--- src/rtl/vga_timing_pkg.sv ---
// vga_timing_pkg: 640x480@60 Hz timing constants and default widths shared by
// the sync generator and the pixel generator.
package vga_timing_pkg;
   localparam int VGA_H_DISPLAY = 640;
   localparam int VGA_H_FRONT   = 16;
   localparam int VGA_H_SYNC    = 96;
   localparam int VGA_H_BACK    = 48;
   localparam int VGA_V_DISPLAY = 480;
   localparam int VGA_V_FRONT   = 10;
   localparam int VGA_V_SYNC    = 2;
   localparam int VGA_V_BACK    = 33;
   localparam int VGA_H_TOTAL   = VGA_H_DISPLAY + VGA_H_FRONT + VGA_H_SYNC + VGA_H_BACK;
   localparam int VGA_V_TOTAL   = VGA_V_DISPLAY + VGA_V_FRONT + VGA_V_SYNC + VGA_V_BACK;
   localparam int DEF_PIXEL_WIDTH  = 12;
   localparam int DEF_SCREEN_WIDTH = 10;
   localparam logic [11:0] BLACK = 12'h000;
endpackage

--- src/rtl/vga_pixel_tick.sv ---
// vga_pixel_tick: divides the system clock by CLK_DIV and strobes on the last
// system cycle of each pixel period (constantly high when CLK_DIV is 1).
module vga_pixel_tick #(
   parameter int CLK_DIV = 4
) (
   input  logic clk_i,
   input  logic rst_i,
   output logic pixel_tick_o
);
   localparam int DW = CLK_DIV > 1 ? $clog2(CLK_DIV) : 1;
   localparam logic [DW-1:0] LAST = DW'(CLK_DIV - 1);
   logic [DW-1:0] div_q, div_d;
   assign pixel_tick_o = (div_q == LAST);
   always_comb div_d = pixel_tick_o ? '0 : div_q + 1'b1;
   always_ff @(posedge clk_i) div_q <= rst_i ? '0 : div_d;
endmodule

--- src/rtl/vga_sync_gen.sv ---
// vga_sync_gen: VGA timing counters plus pixel-aligned colour/sync output stage.
// Define VGA_FRAME_CNT_EN to build the frame counter; otherwise frame_cnt is 0.
module vga_sync_gen
   import vga_timing_pkg::*;
#(
   parameter int CLK_DIV      = 4,
   parameter int H_DISPLAY    = VGA_H_DISPLAY,
   parameter int H_FRONT      = VGA_H_FRONT,
   parameter int H_SYNC       = VGA_H_SYNC,
   parameter int H_BACK       = VGA_H_BACK,
   parameter int V_DISPLAY    = VGA_V_DISPLAY,
   parameter int V_FRONT      = VGA_V_FRONT,
   parameter int V_SYNC       = VGA_V_SYNC,
   parameter int V_BACK       = VGA_V_BACK,
   parameter int SCREEN_WIDTH = DEF_SCREEN_WIDTH,
   parameter int PIXEL_WIDTH  = DEF_PIXEL_WIDTH
) (
   input  logic                    sys_clk,
   input  logic                    sys_rst,
   output logic [SCREEN_WIDTH-1:0] x,
   output logic [SCREEN_WIDTH-1:0] y,
   output logic                    video_on,
   output logic                    pixel_tick,
   output logic                    frame_start,
   input  logic [PIXEL_WIDTH-1:0]  rgb,
   output logic [PIXEL_WIDTH-1:0]  vga_rgb,
   output logic                    hsync,
   output logic                    vsync,
   output logic [15:0]             frame_cnt
);
   localparam int SW = SCREEN_WIDTH;
   localparam int H_TOTAL = H_DISPLAY + H_FRONT + H_SYNC + H_BACK;
   localparam int V_TOTAL = V_DISPLAY + V_FRONT + V_SYNC + V_BACK;
   localparam logic [SW-1:0] H_LAST = SW'(H_TOTAL - 1);
   localparam logic [SW-1:0] V_LAST = SW'(V_TOTAL - 1);
   // Region bounds carry one extra bit so a sync end equal to 2^SW still fits.
   localparam logic [SW:0] H_VIS = (SW+1)'(H_DISPLAY);
   localparam logic [SW:0] HS_LO = (SW+1)'(H_DISPLAY + H_FRONT);
   localparam logic [SW:0] HS_HI = (SW+1)'(H_DISPLAY + H_FRONT + H_SYNC);
   localparam logic [SW:0] V_VIS = (SW+1)'(V_DISPLAY);
   localparam logic [SW:0] VS_LO = (SW+1)'(V_DISPLAY + V_FRONT);
   localparam logic [SW:0] VS_HI = (SW+1)'(V_DISPLAY + V_FRONT + V_SYNC);
   logic                   tick, h_wrap, v_wrap;
   logic [SW:0]            h_ext, v_ext;
   logic [SW-1:0]          h_q, h_d, v_q, v_d;
   logic [PIXEL_WIDTH-1:0] rgb_q, rgb_d;
   logic                   hs_q, hs_d, vs_q, vs_d;
   vga_pixel_tick #(.CLK_DIV(CLK_DIV)) u_tick (
      .clk_i       (sys_clk),
      .rst_i       (sys_rst),
      .pixel_tick_o(tick)
   );
   always_comb begin
      h_wrap   = h_q == H_LAST;
      v_wrap   = v_q == V_LAST;
      h_ext    = {1'b0, h_q};
      v_ext    = {1'b0, v_q};
      video_on = (h_ext < H_VIS) && (v_ext < V_VIS);
      h_d      = !tick ? h_q : h_wrap ? '0 : h_q + 1'b1;
      v_d      = !(tick && h_wrap) ? v_q : v_wrap ? '0 : v_q + 1'b1;
      rgb_d    = !tick ? rgb_q : video_on ? rgb : PIXEL_WIDTH'(BLACK);
      hs_d     = !tick ? hs_q : !((h_ext >= HS_LO) && (h_ext < HS_HI));
      vs_d     = !tick ? vs_q : !((v_ext >= VS_LO) && (v_ext < VS_HI));
   end
   always_ff @(posedge sys_clk) begin
      if (sys_rst) begin
         h_q   <= '0;
         v_q   <= '0;
         rgb_q <= '0;
         hs_q  <= 1'b1;
         vs_q  <= 1'b1;
      end else begin
         h_q   <= h_d;
         v_q   <= v_d;
         rgb_q <= rgb_d;
         hs_q  <= hs_d;
         vs_q  <= vs_d;
      end
   end
   assign x           = h_q;
   assign y           = v_q;
   assign pixel_tick  = tick;
   assign frame_start = tick & h_wrap & v_wrap;
   assign vga_rgb     = rgb_q;
   assign hsync       = hs_q;
   assign vsync       = vs_q;
`ifdef VGA_FRAME_CNT_EN
   logic [15:0] fc_q;
   always_ff @(posedge sys_clk) fc_q <= sys_rst ? '0 : fc_q + 16'(frame_start);
   assign frame_cnt = fc_q;
`else
   assign frame_cnt = '0;
`endif
endmodule

--- config.mk ---
export PLATFORM = sky130hd
export DESIGN_NAME = vga_sync_gen
export DESIGN_NICKNAME = d
export VERILOG_FILES = /design/src/rtl/vga_timing_pkg.sv /design/src/rtl/vga_pixel_tick.sv /design/src/rtl/vga_sync_gen.sv
export SDC_FILE = /design/constraint.sdc
export NUM_CORES = 1
export LEC_CHECK = 0
export ABC_AREA = 1
export CORE_MARGIN = 2
export CORE_UTILIZATION = 45
export CTS_CLUSTER_DIAMETER = 120
export CTS_CLUSTER_SIZE = 40
export DETAILED_ROUTE_END_ITERATION = 10
export GPL_ROUTABILITY_DRIVEN = 0
export PLACE_DENSITY = 0.88
export SYNTH_ARGS = -nofsm -noshare
export SYNTH_HDL_FRONTEND = slang
export SYNTH_HIERARCHICAL = 1
export SYNTH_SLANG_ARGS = --single-unit
--- constraint.sdc ---
create_clock -name sys_clk -period 1.9 [get_ports sys_clk]
set_clock_uncertainty 0.05 [all_clocks]
set_input_delay 0.57 -clock sys_clk [delete_from_list [all_inputs] [get_ports sys_clk]]
set_output_delay 0.57 -clock sys_clk [all_outputs]
set_load 0.005 [all_outputs]
==> results.md, run 1 <==
- Status: complete, but fails checks
- Violated checks: negative setup slack
- Number of global-route vias before repair: 1963
- Total track usage: 22.1%
- Met3 Routed Length: 371 um
- Initial core utilization: 47.1%
- Setup TNS Final: -0.0468 ns
- Register area: 746 sq um
- Final worst slack: -0.0366 ns
- Initial antenna violation count: 0
- Die Wd: 69.2 um
- VDD IR max: 0.575 mV
- Met2 WL: 2540 um
- Routed wire length: 5070 um
- Critical path required time: 1.28 ns
- M1 WL: 2000 um
- Row count: 23
- Fmax: 516 MHz
- Lkg Pwr: 1.40 nW
- Worst skew pair latency: 0.30 ns
- Clock Sinks: 36
- Share of post-route cells with drive strength above 1: 23.0%
- Initial DRC count: 173
- Area Growth Syn to Fin: 48.6%
- Asr flop ratio synth: 0%
- Cell area after synthesis: 1910 sq um
- Ys Warns: 6
- # DRC: 0
- Global-route wire length before repair: 8660 um
- Antenna diodes: 0
- Area occupied by multi-input gates: 983 sq um
- PwrDens: 542 nW/um^2
- Final setup fails: 2
- Area leader, netlist: dfxtp_1
- CTS tree: done
- Pins Over Slew Limit: 0
- Startpoint Class: register
- Placed Area: 2620 sq um
- Crit path DAT: 1.32 ns
- Post-layout min period: 1.94 ns
- Most numerous cell in the Yosys netlist: nand2_1
- Synth Area per Inst: 7.00 sq um
- Post-Layout Inst Area: 2840 sq um
- Core area: 4060 sq um
- Hold WS: 0.387 ns
- Die area: 4780 sq um
- Final Cycle Share: 102%
- DR vias: 2050
- Largest net degree at the start of global routing: 33
- Post-synth EDFFs: 0
- Die Y: 69.2 um
- Clock-pin slew of the registers on the worst-case setup and hold paths: 0.08 ns
- Max-cap violations: 0
- Share of the synthesized area in the top cell type: 37.7%
- Total global routing overflow: 0
- Via density per instance: 4.99
- Unrepaired setup endpoints after global routing: true
- CTS Root Cell: clkbuf_8
- FF+latch count, synth: 36
- Top cells by area, synth: dfxtp_1 (38%), nand2_1 (11%), nor2_1 (7.1%)
- CP Capture Type: primary output
- Fin. Hold Viols: 0
- Critical path class: reg2out
- DR top layer: met4
- Port Buf Inserts: 50
- CTS H-tree depth: 2
- Final HPWL DP: 3550 um
- CP Max Fanout: 2
- CTS max path bufs: 2
- Main synth FF type: dfxtp_1
- # nets final: 379
- Synth Instances: 273
- CTS Buf Count: 5
- Avg WL per Cell: 12.3 um
- Final ANT Viol Nets: 0
- I/O Pins: 67
- Unique masters post-synth: 26
- Seq/Total Area, Yosys: 37.7%
- DRT Pass-1 Iters: 4
- Fill cells: 315
- Commonest cells post-synth: nand2_1 (56), dfxtp_1 (36), nor2_1 (36), inv_1 (34), a21oi_1 (23)
- Worst hold path type: reg2reg
## state kept, by name (all words and copies together) (netlist names)
signal and flops:
hsync 1, vga_rgb 12, vsync 1, x 10, y 10, u_tick/div_q 2
## power by group
| part | internal (mW) | switching (mW) |
|---|---|---|
| sequential | 0.783 | 0.0178 |
| combinational | 0.0986 | 0.0809 |
| clock | 0.259 | 0.299 |
| total | 1.14 | 0.398 |
## what timing repair did
item,in CTS,in global routing
endpoints found under the setup margin,9,18
setup buffers,3,1
gates resized for setup,28,24
hold buffers,0,0
pin swaps,5,2
## layer usage
| layer | track usage (%) | up-vias |
|---|---|---|
| met2 | 40.5 | 98 |
| met3 | 5.99 | 17 |
| li1 | - | 1004 |
| met5 | 0 | - |
| met4 | 7.63 | 0 |
| met1 | 24.3 | 931 |
## cell usage in the layout, fill, tap and decap left out, drive strengths merged
master         Yosys  layout
nor3b              1       1
nand4              5       5
nor3               2       2
clkdlybuf4s50      0      36
nand2             57      57
nand3b             1       1
a21oi             25      25
o21ai             17      17
inv               35      35
dlymetal6s2s       0      11
o22ai              1       1
ha                 5       5
clkbuf             3       5
clkinvlp           0       2
clkinv             2       3
dlygate4sd2        0       1
conb               1      16
nand3             22      22
xor2               3       3
dfxtp             36      36
buf               20      40
nor2              37      37
## stage by stage
step	power (mW)	cells	setup slack [ns]	util, %
2_1_floorplan	0.910	288	0.162	-
3_3_place_gp	0.981	399	-0.155	64.6
3_5_place_dp	0.988	399	-0.208	64.6
4_1_cts	1.55	410	-0.0638	68.5
5_1_grt	1.62	411	-0.110	70.0
6_report	1.54	411	-0.0366	70.0
## worst max-delay path, cell delays in order (launching register included)
cell	delay (ns)
dfxtp_2	0.36
ha_4	0.14
buf_6	0.09
nand3_4	0.08
nor2_8	0.13
nand2_2	0.07
inv_2	0.06
buf_6	0.08
## cell type report
class	count	area share (%)
flip-flops and latches	36	26.3
clock inverters	3	0.837
well taps	50	2.20
repair buffers	88	28.7
clock buffers	5	2.42
multi-input cells	192	34.6
inverters	37	4.89
## cell families (layout without fill, tap and decap cells)
| logic type | after synthesis | after routing | share of synthesized area, % |
|---|---|---|---|
| AOI/OAI and AO/OA | 43 | 43 | 11.7 |
| xor gates and xnor gates | 3 | 3 | 1.38 |
| adders and majority gates | 5 | 5 | 3.27 |
| buffers and inverters | 60 | 133 | 15.8 |
| DFF | 36 | 36 | 37.7 |
| other | 1 | 16 | 0.196 |
| and+or+nand+nor | 125 | 125 | 29.9 |
## final timing paths
kind / from / to / slack [ns] / cells past startpoint
min reg2reg: u_tick/div_q[0]$_SDFF_PP0_ / u_tick/div_q[0]$_SDFF_PP0_ / 0.39 / 1
max reg2reg: u_tick/div_q[0]$_SDFF_PP0_ / x[9]$_SDFFE_PP0P_ / 0.20 / 9
max: u_tick/div_q[0]$_SDFF_PP0_ / frame_start / -0.04 / 7
min: u_tick/div_q[0]$_SDFF_PP0_ / u_tick/div_q[0]$_SDFF_PP0_ / 0.39 / 1
(Power assumes the default switching activity.)
==> run 2, diff against run 1 <==
CAP_MARGIN = 20   (was default)
CELL_PAD_IN_SITES_DETAIL_PLACEMENT = 1   (was default)
CELL_PAD_IN_SITES_GLOBAL_PLACEMENT = 2   (was default)
CORE_UTILIZATION = 24   (was 45)
==> results.md, run 2 (same netlist as run 1, synthesis figures left out) <==
- Most common library cell in the layout ignoring fill and taps: nand2_1
- CTS H-tree depth: 2
- Pins Over Slew Limit: 0
- Antenna diodes: 0
- CTS Hold Buffers Added: 0
- CTS tree: done
- CTS max path bufs: 2
- CP most frequent cell: nand2_4
- CP Max Fanout: 2
- Unrepaired setup endpoints after global routing: true
- Fin. Hold Viols: 0
- Max-cap violations: 0
- Number of global-route vias before repair: 2125
- Total track usage: 13.8%
- Worst hold path type: reg2reg
- Startpoint Class: register
- Core area: 7730 sq um
- Total global routing overflow: 0
- PwrDens: 560 nW/um^2
- Critical path required time: 1.28 ns
- Placed cell count: 455
- Initial antenna violation count: 0
- Die Wd: 93.2 um
- Final worst slack: -0.00612 ns
- Post-layout min period: 1.91 ns
- Crit path to: frame_start
- Commonest non-fill, non-tap cells in the layout: nand2_1 (55), buf_4 (41), nor2_1 (33), clkdlybuf4s50_1 (33), inv_1 (30)
- Clock Sinks: 36
- Worst reg2reg path startpoint: u_tick/div_q[0]$_SDFF_PP0_
- Worst path max stage delay: 0.37 ns
- Tot Pwr: 1.68 mW
- CTS Buf Count: 5
- # nets final: 385
- Placed Area: 2730 sq um
- Avg WL per Cell: 12.5 um
- Die Y: 93.2 um
- R2R Setup Slk: 0.22 ns
- Worst skew pair latency: 0.29 ns
- Critical R2R Capture: x[8]$_SDFFE_PP0P_
- Status: complete, but fails checks
- Max reg flops: 12
- Critical path class: reg2out
- Largest net degree at the start of global routing: 33
- Crit path DAT: 1.29 ns
- Global-route wire length before repair: 9630 um
- Initial core utilization: 24.7%
- Row count: 32
- Post-Layout Inst Area: 3000 sq um
- Clock-pin slew of the registers on the worst-case setup and hold paths: 0.08 ns
- Via density per instance: 4.32
- Crit-path cells: ha_4, nand2_4, inv_4, nand3_4, nor2_8, nand2_4, inv_2, buf_6
- Setup TNS Final: -0.00612 ns
- Final cell count without fillers: 469
- Final ANT Viol Nets: 0
- Die area: 8690 sq um
- DR vias: 2025
- CTS Root Cell: clkbuf_8
- Fmax: 525 MHz
- Share of post-route cells with drive strength above 1: 25.9%
- # DRC: 0
- Area Growth Syn to Fin: 57.1%
- VDD IR max: 0.304 mV
- Final setup fails: 1
- Violated checks: negative setup slack
- Critical path's slowest cell: dfxtp_2
- Final HPWL DP: 4520 um
- Initial DRC count: 41
- Final Cycle Share: 100%
- Port Buf Inserts: 50
- Routed wire length: 5870 um
- Crit. Startpoint: x[0]$_SDFFE_PP0P_
- Worst-case reg-to-reg path depth: 8
- Lkg Pwr: 1.50 nW
- I/O Pins: 67
- DRT Pass-1 Iters: 4
- CP Capture Type: primary output
==> run 2: power by group <==
part / internal [mW] / switching, mW
Combinational: 0.102 / 0.0833
Clock: 0.389 / 0.304
Sequential: 0.784 / 0.0194
==> run 2: critical path: cells and delay by family, from the launching register on <==
family,cells,cell delay (ns)
flops,1,0.37
simple gates,4,0.30
buf+inv,3,0.19
fa+ha+maj,1,0.15
==> run 2: layout make-up <==
cell class	count	area, sq um
multi-input combinational	192	1010
sequential	36	743
timing repair buffer	94	870
clock buffer	5	68.8
fill	937	4730
tap	102	128
clock inverter	3	42.5
inverter	37	141
==> run 2: per-layer routing <==
metal | vias to the layer above | part of all wire (%) | GRT usage (%)
met4 | 0 | 1.7 | 4.90
li1 | 1015 | - | -
met3 | 11 | 4.8 | 3.22
met5 | - | 0 | 0
met2 | 57 | 48 | 24.0
met1 | 942 | 45 | 16.6
==> run 2: timing repair <==
action / 4_1_cts / 5_1_grt
setup buffers: 3 / 3
pin swaps: 2 / 6
cloned: 0 / 0
endpoints found under the setup margin: 12 / 20
resized for setup: 32 / 31
==> run 2: how the worst min path moves through the flow <==
stage / from / to / slack [ns] / depth (start not counted)
floorplan: u_tick/div_q[0]$_SDFF_PP0_ / u_tick/div_q[0]$_SDFF_PP0_ / 0.35 / 1
global placement: u_tick/div_q[0]$_SDFF_PP0_ / u_tick/div_q[0]$_SDFF_PP0_ / 0.35 / 1
detailed placement: u_tick/div_q[0]$_SDFF_PP0_ / u_tick/div_q[0]$_SDFF_PP0_ / 0.39 / 1
CTS: u_tick/div_q[0]$_SDFF_PP0_ / u_tick/div_q[0]$_SDFF_PP0_ / 0.40 / 1
global route: u_tick/div_q[0]$_SDFF_PP0_ / u_tick/div_q[0]$_SDFF_PP0_ / 0.41 / 1
finish: u_tick/div_q[0]$_SDFF_PP0_ / u_tick/div_q[0]$_SDFF_PP0_ / 0.39 / 1
==> run 2: metrics by stage <==
step | setup WS [ns] | hold WS (ns) | util (%)
after floorplan | 0.162 | 0.347 | -
after global placement | -0.173 | 0.355 | 35.3
after detailed placement | -0.232 | 0.393 | 35.3
after CTS | -0.0685 | 0.404 | 37.5
after global routing | -0.0844 | 0.413 | 38.8
final | -0.00612 | 0.394 | 38.8
==> run 3, diff against run 2 <==
GPL_ROUTABILITY_DRIVEN = default   (was 0)
==> results of run 3 <==
Final layout, timing and power as in run 2 (identical DEF).
